<file path="src/rtl/xsz_split.sv">
// Wide-to-narrow request splitter: one wide request in, one narrow beat per
// lane with non-zero strobes out (a read issues a single beat for the addressed lane).
module xsz_split #(
    parameter int AW  = 19,
    parameter int DWI = 64,
    parameter int DWO = 32
) (
    input  logic               clk,
    input  logic               rst,
    input  logic               req_vld_s,
    output logic               req_rdy_s,
    input  logic [AW-1:0]      req_adr_s,
    input  logic [DWI-1:0]     req_dat_s,
    input  logic [DWI/8-1:0]   req_strb_s,
    output logic               req_vld_m,
    input  logic               req_rdy_m,
    output logic [AW-1:0]      req_adr_m,
    output logic [DWO-1:0]     req_dat_m,
    output logic [DWO/8-1:0]   req_strb_m,
    output logic               busy
);

    localparam int N  = DWI / DWO;
    localparam int SW = DWO / 8;
    localparam int LO = $clog2(SW);
    localparam int HI = $clog2(DWI / 8);
    localparam int LW = HI - LO;
    localparam logic [N-1:0] ONE = {{(N-1){1'b0}}, 1'b1};

    typedef enum logic {IDLE, SEND} state_t;

    state_t             state;
    state_t             state_nxt;
    logic [AW-1:0]      adr_q;
    logic [DWI-1:0]     dat_q;
    logic [DWI/8-1:0]   strb_q;
    logic               rd_q;
    logic [N-1:0]       pend;
    logic [N-1:0]       new_pend;
    logic [LW-1:0]      lane;
    logic               last;
    logic               s_hs;
    logic               m_hs;

    assign s_hs = req_vld_s & req_rdy_s;
    assign m_hs = req_vld_m & req_rdy_m;

    // Current lane is the lowest pending one; the descending loop lets it win.
    always_comb begin
        lane = '0;
        for (int i = N - 1; i >= 0; i--) begin
            if (pend[i]) lane = LW'(i);
        end
    end

    assign last = (pend != '0) && ((pend & (pend - ONE)) == '0);

    // NOTE: every always_comb output gets a default first, so no path can infer a latch.
    always_comb begin
        new_pend = '0;
        if (req_strb_s == '0) begin
            new_pend[req_adr_s[HI-1:LO]] = 1'b1;
        end else begin
            for (int i = 0; i < N; i++) begin
                new_pend[i] = |req_strb_s[i*SW +: SW];
            end
        end
    end

    // NOTE: non-blocking assignments so every flop samples pre-edge values.
    always_ff @(posedge clk or posedge rst) begin
        if (rst) state <= IDLE;
        else     state <= state_nxt;
    end

    always_comb begin
        state_nxt = state;
        case (state)
            IDLE: if (s_hs) state_nxt = SEND;
            SEND: if (m_hs && last && !s_hs) state_nxt = IDLE;
            default: state_nxt = IDLE;
        endcase
    end

    // Beats come only from registered state; req_vld_s never reaches req_vld_m.
    always_comb begin
        busy       = (state == SEND);
        req_vld_m  = (state == SEND);
        req_rdy_s  = !rst && ((state == IDLE) || ((state == SEND) && req_rdy_m && last));
        req_adr_m  = '0;
        req_dat_m  = '0;
        req_strb_m = '0;
        if (state == SEND) begin
            req_dat_m = dat_q[int'(lane)*DWO +: DWO];
            if (rd_q) begin
                req_adr_m = adr_q;
            end else begin
                req_adr_m  = {adr_q[AW-1:HI], {HI{1'b0}}} | (AW'(lane) << LO);
                req_strb_m = strb_q[int'(lane)*SW +: SW];
            end
        end
    end

    // NOTE: payload registers are reset with the control state so nothing stale survives a reset.
    always_ff @(posedge clk or posedge rst) begin
        if (rst) begin
            adr_q  <= '0;
            dat_q  <= '0;
            strb_q <= '0;
            rd_q   <= 1'b0;
            pend   <= '0;
        end else if (s_hs) begin
            adr_q  <= req_adr_s;
            dat_q  <= req_dat_s;
            strb_q <= req_strb_s;
            rd_q   <= (req_strb_s == '0);
            pend   <= new_pend;
        end else if (m_hs) begin
            pend   <= pend & ~(ONE << lane);
        end
    end

    a_hold: assert property (@(posedge clk) disable iff (rst)
        (req_vld_m && !req_rdy_m) |=> (req_vld_m && $stable(req_adr_m)
                                       && $stable(req_dat_m) && $stable(req_strb_m)));

    a_pend: assert property (@(posedge clk) disable iff (rst)
        (state == SEND) |-> (pend != '0));

endmodule
</file>
<file path="config.mk">
export PLATFORM = sky130hd
export DESIGN_NAME = xsz_split
export DESIGN_NICKNAME = d
export VERILOG_FILES = /design/src/rtl/xsz_split.sv
export SDC_FILE = /design/constraint.sdc
export NUM_CORES = 1
export LEC_CHECK = 0
export CORE_UTILIZATION = 49
export DETAILED_ROUTE_END_ITERATION = 12
export PLACE_DENSITY = 0.94
export SETUP_SLACK_MARGIN = 0.02
export SLEW_MARGIN = 0
export SYNTH_ARGS = -nofsm -noshare
export SYNTH_HDL_FRONTEND = slang
export SYNTH_SLANG_ARGS = --single-unit
</file>
<file path="constraint.sdc">
create_clock -name clk -period 4.6 [get_ports clk]
set_input_delay 0.46 -clock clk [delete_from_list [all_inputs] [get_ports clk]]
set_output_delay 0.46 -clock clk [all_outputs]
set_load 0.1 [all_outputs]
</file>
; After elaboration in Yosys (flattened, before gate mapping)
; Index checks and enable logic that the tools add are counted.
[op_classes]
addsub = 1
order_cmp = 2
shift = 3
muxes = 15
bitwise = 7
n_reduce_logical = 16
[ops]
columns = operator, count
row1 = 64-bit by 7-bit indexed part select with 32-bit output, 1
row2 = 19-bit 2-to-1 mux, 2
row3 = 32-bit 2-to-1 mux, 1
row4 = 19-bit by 3-bit OR with 19-bit output, 1
row5 = 8-bit logical NOT, 1
row6 = 4-bit 2-to-1 mux, 2
row7 = 4-bit OR reduction, 2
row8 = 8-bit by 4-bit indexed part select with 4-bit output, 1
row9 = 1-bit logical AND, 7
row10 = 2-bit 2-to-1 mux, 3
row11 = 1-bit 2-to-1 mux, 5
row12 = 2-bit bitwise AND, 2
row13 = 2-bit nonzero test, 2
row14 = 1-bit bitwise AND, 2
row15 = 1-bit logical NOT, 2
row16 = 2-bit logical NOT, 1
row17 = 1-bit by 2-bit < comparator with 1-bit output (second input constant), 1
row18 = 2-bit inverter, 1
row19 = 1-bit one-hot mux with 2 select lines, 1
row20 = 1-bit by 1-bit << shifter with 2-bit output (first input constant), 1
row21 = 2-bit by 1-bit subtractor with 2-bit output (second input constant), 1
row22 = 1-bit demux with 1-bit select, 1
row23 = 1-bit greater-or-equal comparator (second input constant), 1
row24 = 1-bit logical OR, 1
row25 = 1-bit inverter, 1
[totals]
ff_bits = 95
input_bits = 95
output_inout_bits = 58
word_cells = 50

; Longest topological paths before layout
[depth]
word_depth = 12
ltp_mapped = 7
depth_no_buf = 5

; Worst setup path before layout
; No wires, ideal clock.
[synth_path]
path_type = register -> output
from = register state (netlist: busy)
to = output req_adr_m[2]
arrival_time_ns = 2.851
required_ns = 4.140
slack_ns = 1.289
path_stages_with_launch = 4
n_path_buf = 2
cell_sequence = dfrtp_1 -> clkbuf_1 -> clkbuf_1 -> nor2b_1
[synth_via]
elab_chain_len = 1
[synth_lines]
columns = item, line_no
row1 = from (decl), 32  ; state_t state;
row2 = from (signal assigned), 73  ; else state <= state_nxt;
row3 = 19-bit 2-to-1 mux, 93  ; if (state == SEND) begin
row4 = to (decl), 17  ; output logic [AW-1:0] req_adr_m,
; No other way between the ends.

; Worst setup path in the final report
[layout_path]
from = register state (netlist: busy)
to = output req_dat_m[10]
[layout_via]
elab_chain_len = 1
[layout_lines]
columns = item, line_no
row1 = 32-bit 2-to-1 mux, 93
row2 = to (decl), 18  ; output logic [DWO-1:0] req_dat_m,
; No other way between the ends.

==> results list <==
* Deepest level of the CTS H-tree: 3
- Max-cap violations in this run came to 0.
* Number of flip-flops and latches in the synthesized netlist: 95
- Per-instance average area after synthesis: 13.7 um2
* Count of input and output buffers: ~150
- When the netlist entered floorplanning its net count stood at 418.
* DRC viols: 0
- Setup repair after global routing left no endpoint under its margin.
* Final cycle utilization of the critical path: 79.4%
- Count of routing violations after the opening detailed-route iteration: 92
- Clock tree sinks: 95
- Sequential cells were found to cover roughly 54% of the synthesized design area.
* Largest incremental delay on the critical path: 1150 ps
- Clock tree synthesis inserted a total of 9 buffers.
- Maximum clock skew at final layout: 6.87 ps
* Critical path buffer and inverter count: 2
- Timing analysis after detailed placement gives a worst setup slack of 1300 ps.
- After floorplanning, the core was sized to cover 0.00872 mm2.
- The number of global-route vias before repair came to 3221.
- After technology mapping, the gate count stands at 321.
* Fraction of synthesized area in multiplexers: 32.6%
* Starting Density: a little over 50%
* Cell type contributing the most total cell area after synthesis: dfrtp_1
- Timing would allow up to 0.274 GHz.
* Later-pin clock latency in the skew report: 360 ps
* Max-slew violation count: 0
- Slew headroom: a little over 20%
- First-pass iteration count of the detailed router: 4
- After Yosys synthesis, and, or, nand and nor cells account for 8.52% of the synthesized area.
- Final count of hold timing violations: 0
- After clock tree synthesis, the repair step resized 0 gates.
* Main combinational cell family by area after synthesis: multiplexers
* Die Ht: 96.8 um
* Area share of the leading cell type in the synthesized netlist: between 50% and 60%
* Via density: 5.10
- The first global-routing pass estimated 16.0 mm of wire.
- TritonCTS built the clock tree.
- STA classifies the critical path endpoint as an output port.
* Ordered cell list for the critical path: buf_4 -> nor2b_1 -> clkdlybuf4s50_1
* Wirelength, routed: 9.65 mm
- Compared with the post-synthesis result, the final layout area differs by 40.1%.
- The synthesized netlist devotes 0.568% of its cell area to adder and majority cells.
- In this run, post-CTS hold repair placed 0 buffers.
- Area enclosed by the die boundary: approximately 0.0094 mm2
* Arrival time of the worst setup path: 3190 ps
- Root buffer cell: clkbuf_8
* Clock-pin slew reported for the worst setup and hold paths after clock tree synthesis: 90 ps
* Crit start category: register
- Yosys mapped the design onto 23 distinct sky130hd cell types.
- Total number of vias: 2964
- In this run the core area contains 34 standard-cell rows.
- Area of all placed cells without fillers: between 0.006 and 0.007 mm2
- Subtracting the final worst setup slack from the clock period gives 3650 ps.
- Clock buffer depth: 2
- Largest fanout on the critical path: 41
- Cells with a size suffix above 1 make up 14.4% of the layout.
* Highest routed metal layer: met4
* Detailed-routing wirelength on met1: 4.00 mm
- In the post-route analysis, the smallest setup slack over all paths is 950 ps.
- Complex-gate fraction of the synthesized area: less than 1%
* Detailed route wirelength on metal3: 408 um
- The run finished with clean final reports.
- Pin count of the biggest net entering global routing: 96
* Hpwl dp: 6.85 mm
* Synth Warn #: 0
- ANT nets after route: 0
- Most common cell after layout, fill and taps aside: clkdlybuf4s50_1
- I/O pin cnt: between 150 and 200
* Synthesized cell area: roughly 0.0044 mm2
- The final layout contains 565 nets.
* Final weighted congestion in routability-driven placement: 0.781
- After filler insertion, the fill cell instance count of the layout stands at about 630.
- Met2 wirelength from detailed routing: 4.99 mm
- After detailed routing, the average wire length per cell comes to 16.6 um.
- The tightest min-delay check is of the reg2reg type.
- Commonest cells after routing, fill and taps aside: 152 x clkdlybuf4s50_1, 95 x dfrtp_1, 47 x mux2_1
* Number of antenna violations at the first check in global routing: 0
* Width of the die: roughly 97 um
* Overall global routing resource usage: approximately 22%
- The slowest stage of the critical path is the dfrtp_1 cell.
- For the pin with the worst max-slew slack, the measured transition is 1200 ps.
* Final core occ: 70.8%
- Antenna cell count: 0
* GRT overflow: 0
- After synthesis, the cell types taking the most area are dfrtp_1 54%, mux2_1 12%, mux2_2 12%, mux2i_1 9.1%, nor2b_1 4.7%.
* CP delay by family, top: buffers and inverters
* Setup violation total in the final timing report: 0
- Post-placement cell area: 0.00599 mm2
* Xor and xnor fraction of the mapped netlist area: 0%
* Setup Crit Path Kind: reg2out
- Once the clock tree was built, the setup fixing pass inserted 0 buffers.
- Required time at the worst-slack endpoint: 4140 ps
* Post-Route Setup TNS: 0 ps
[layout make-up]
cell class | instances | area, um2 | area share [%]
inverters | 3 | 13.8 | 0.223
well taps | 108 | 135 | 2.19
repair buffers | 157 | 1570 | 25.5
clock inverters | 4 | 30.0 | 0.487
flip-flops and latches | 95 | 2380 | 38.5
clock buffers | 12 | 155 | 2.51
multi-input cells | 202 | 1890 | 30.6
[cells by family after synthesis]
kind of cell    after synthesis
mux                         132
flops                        95
simple gates                 62
buf+inv                      24
compound gates                6
fa+ha+maj                     2
[cells in the mapped netlist (all sizes together)]
master / count
a21o: 1
clkbuf: 7
o21ai: 1
a211oi: 1
nor2: 5
mux2i: 40
inv: 3
nor2b: 33
mux2: 92
and2: 16
ha: 2
and3: 2
buf: 14
or4: 2
dfrtp: 95
a21oi: 2
nand2b: 2
nor4: 1
nand2: 1
o21a: 1
[final timing paths]
kind                            from             to  slack, ps  cells past startpoint
hold reg to reg            adr_q[13]      adr_q[13]        480                      1
min in group asynchronous        rst      dat_q[37]        740                      2
setup reg to reg                busy      dat_q[40]       2040                      4
max in group asynchronous        rst      dat_q[25]       2960                      3
setup / recovery                busy  req_dat_m[10]        950                      3
hold / removal             adr_q[13]      adr_q[13]        480                      1
[metrics by stage]
step                      std cells  hold WS, ps
after global placement          565          459
after detailed placement        565          468
final                           581          484
after CTS                       581          489
after floorplan                 321          449
after global routing            581          504
[flip-flops by register name (all words and copies together) (netlist names)]
| signal | flops |
|---|---|
| rd_q | 1 |
| strb_q | 8 |
| busy | 1 |
| adr_q | 19 |
| pend | 2 |
| dat_q | 64 |
[per-layer routing]
layer / vias to the layer above / GRT usage, %
li1: 1396 / -
met3: 16 / 4.55
met2: 89 / 37.1
met4: 0 / 9.30
met1: 1463 / 26.4
met5: - / 0
Power is not shown: default switching activity piles up to over one toggle a cycle in this logic, so the estimate is an artifact.
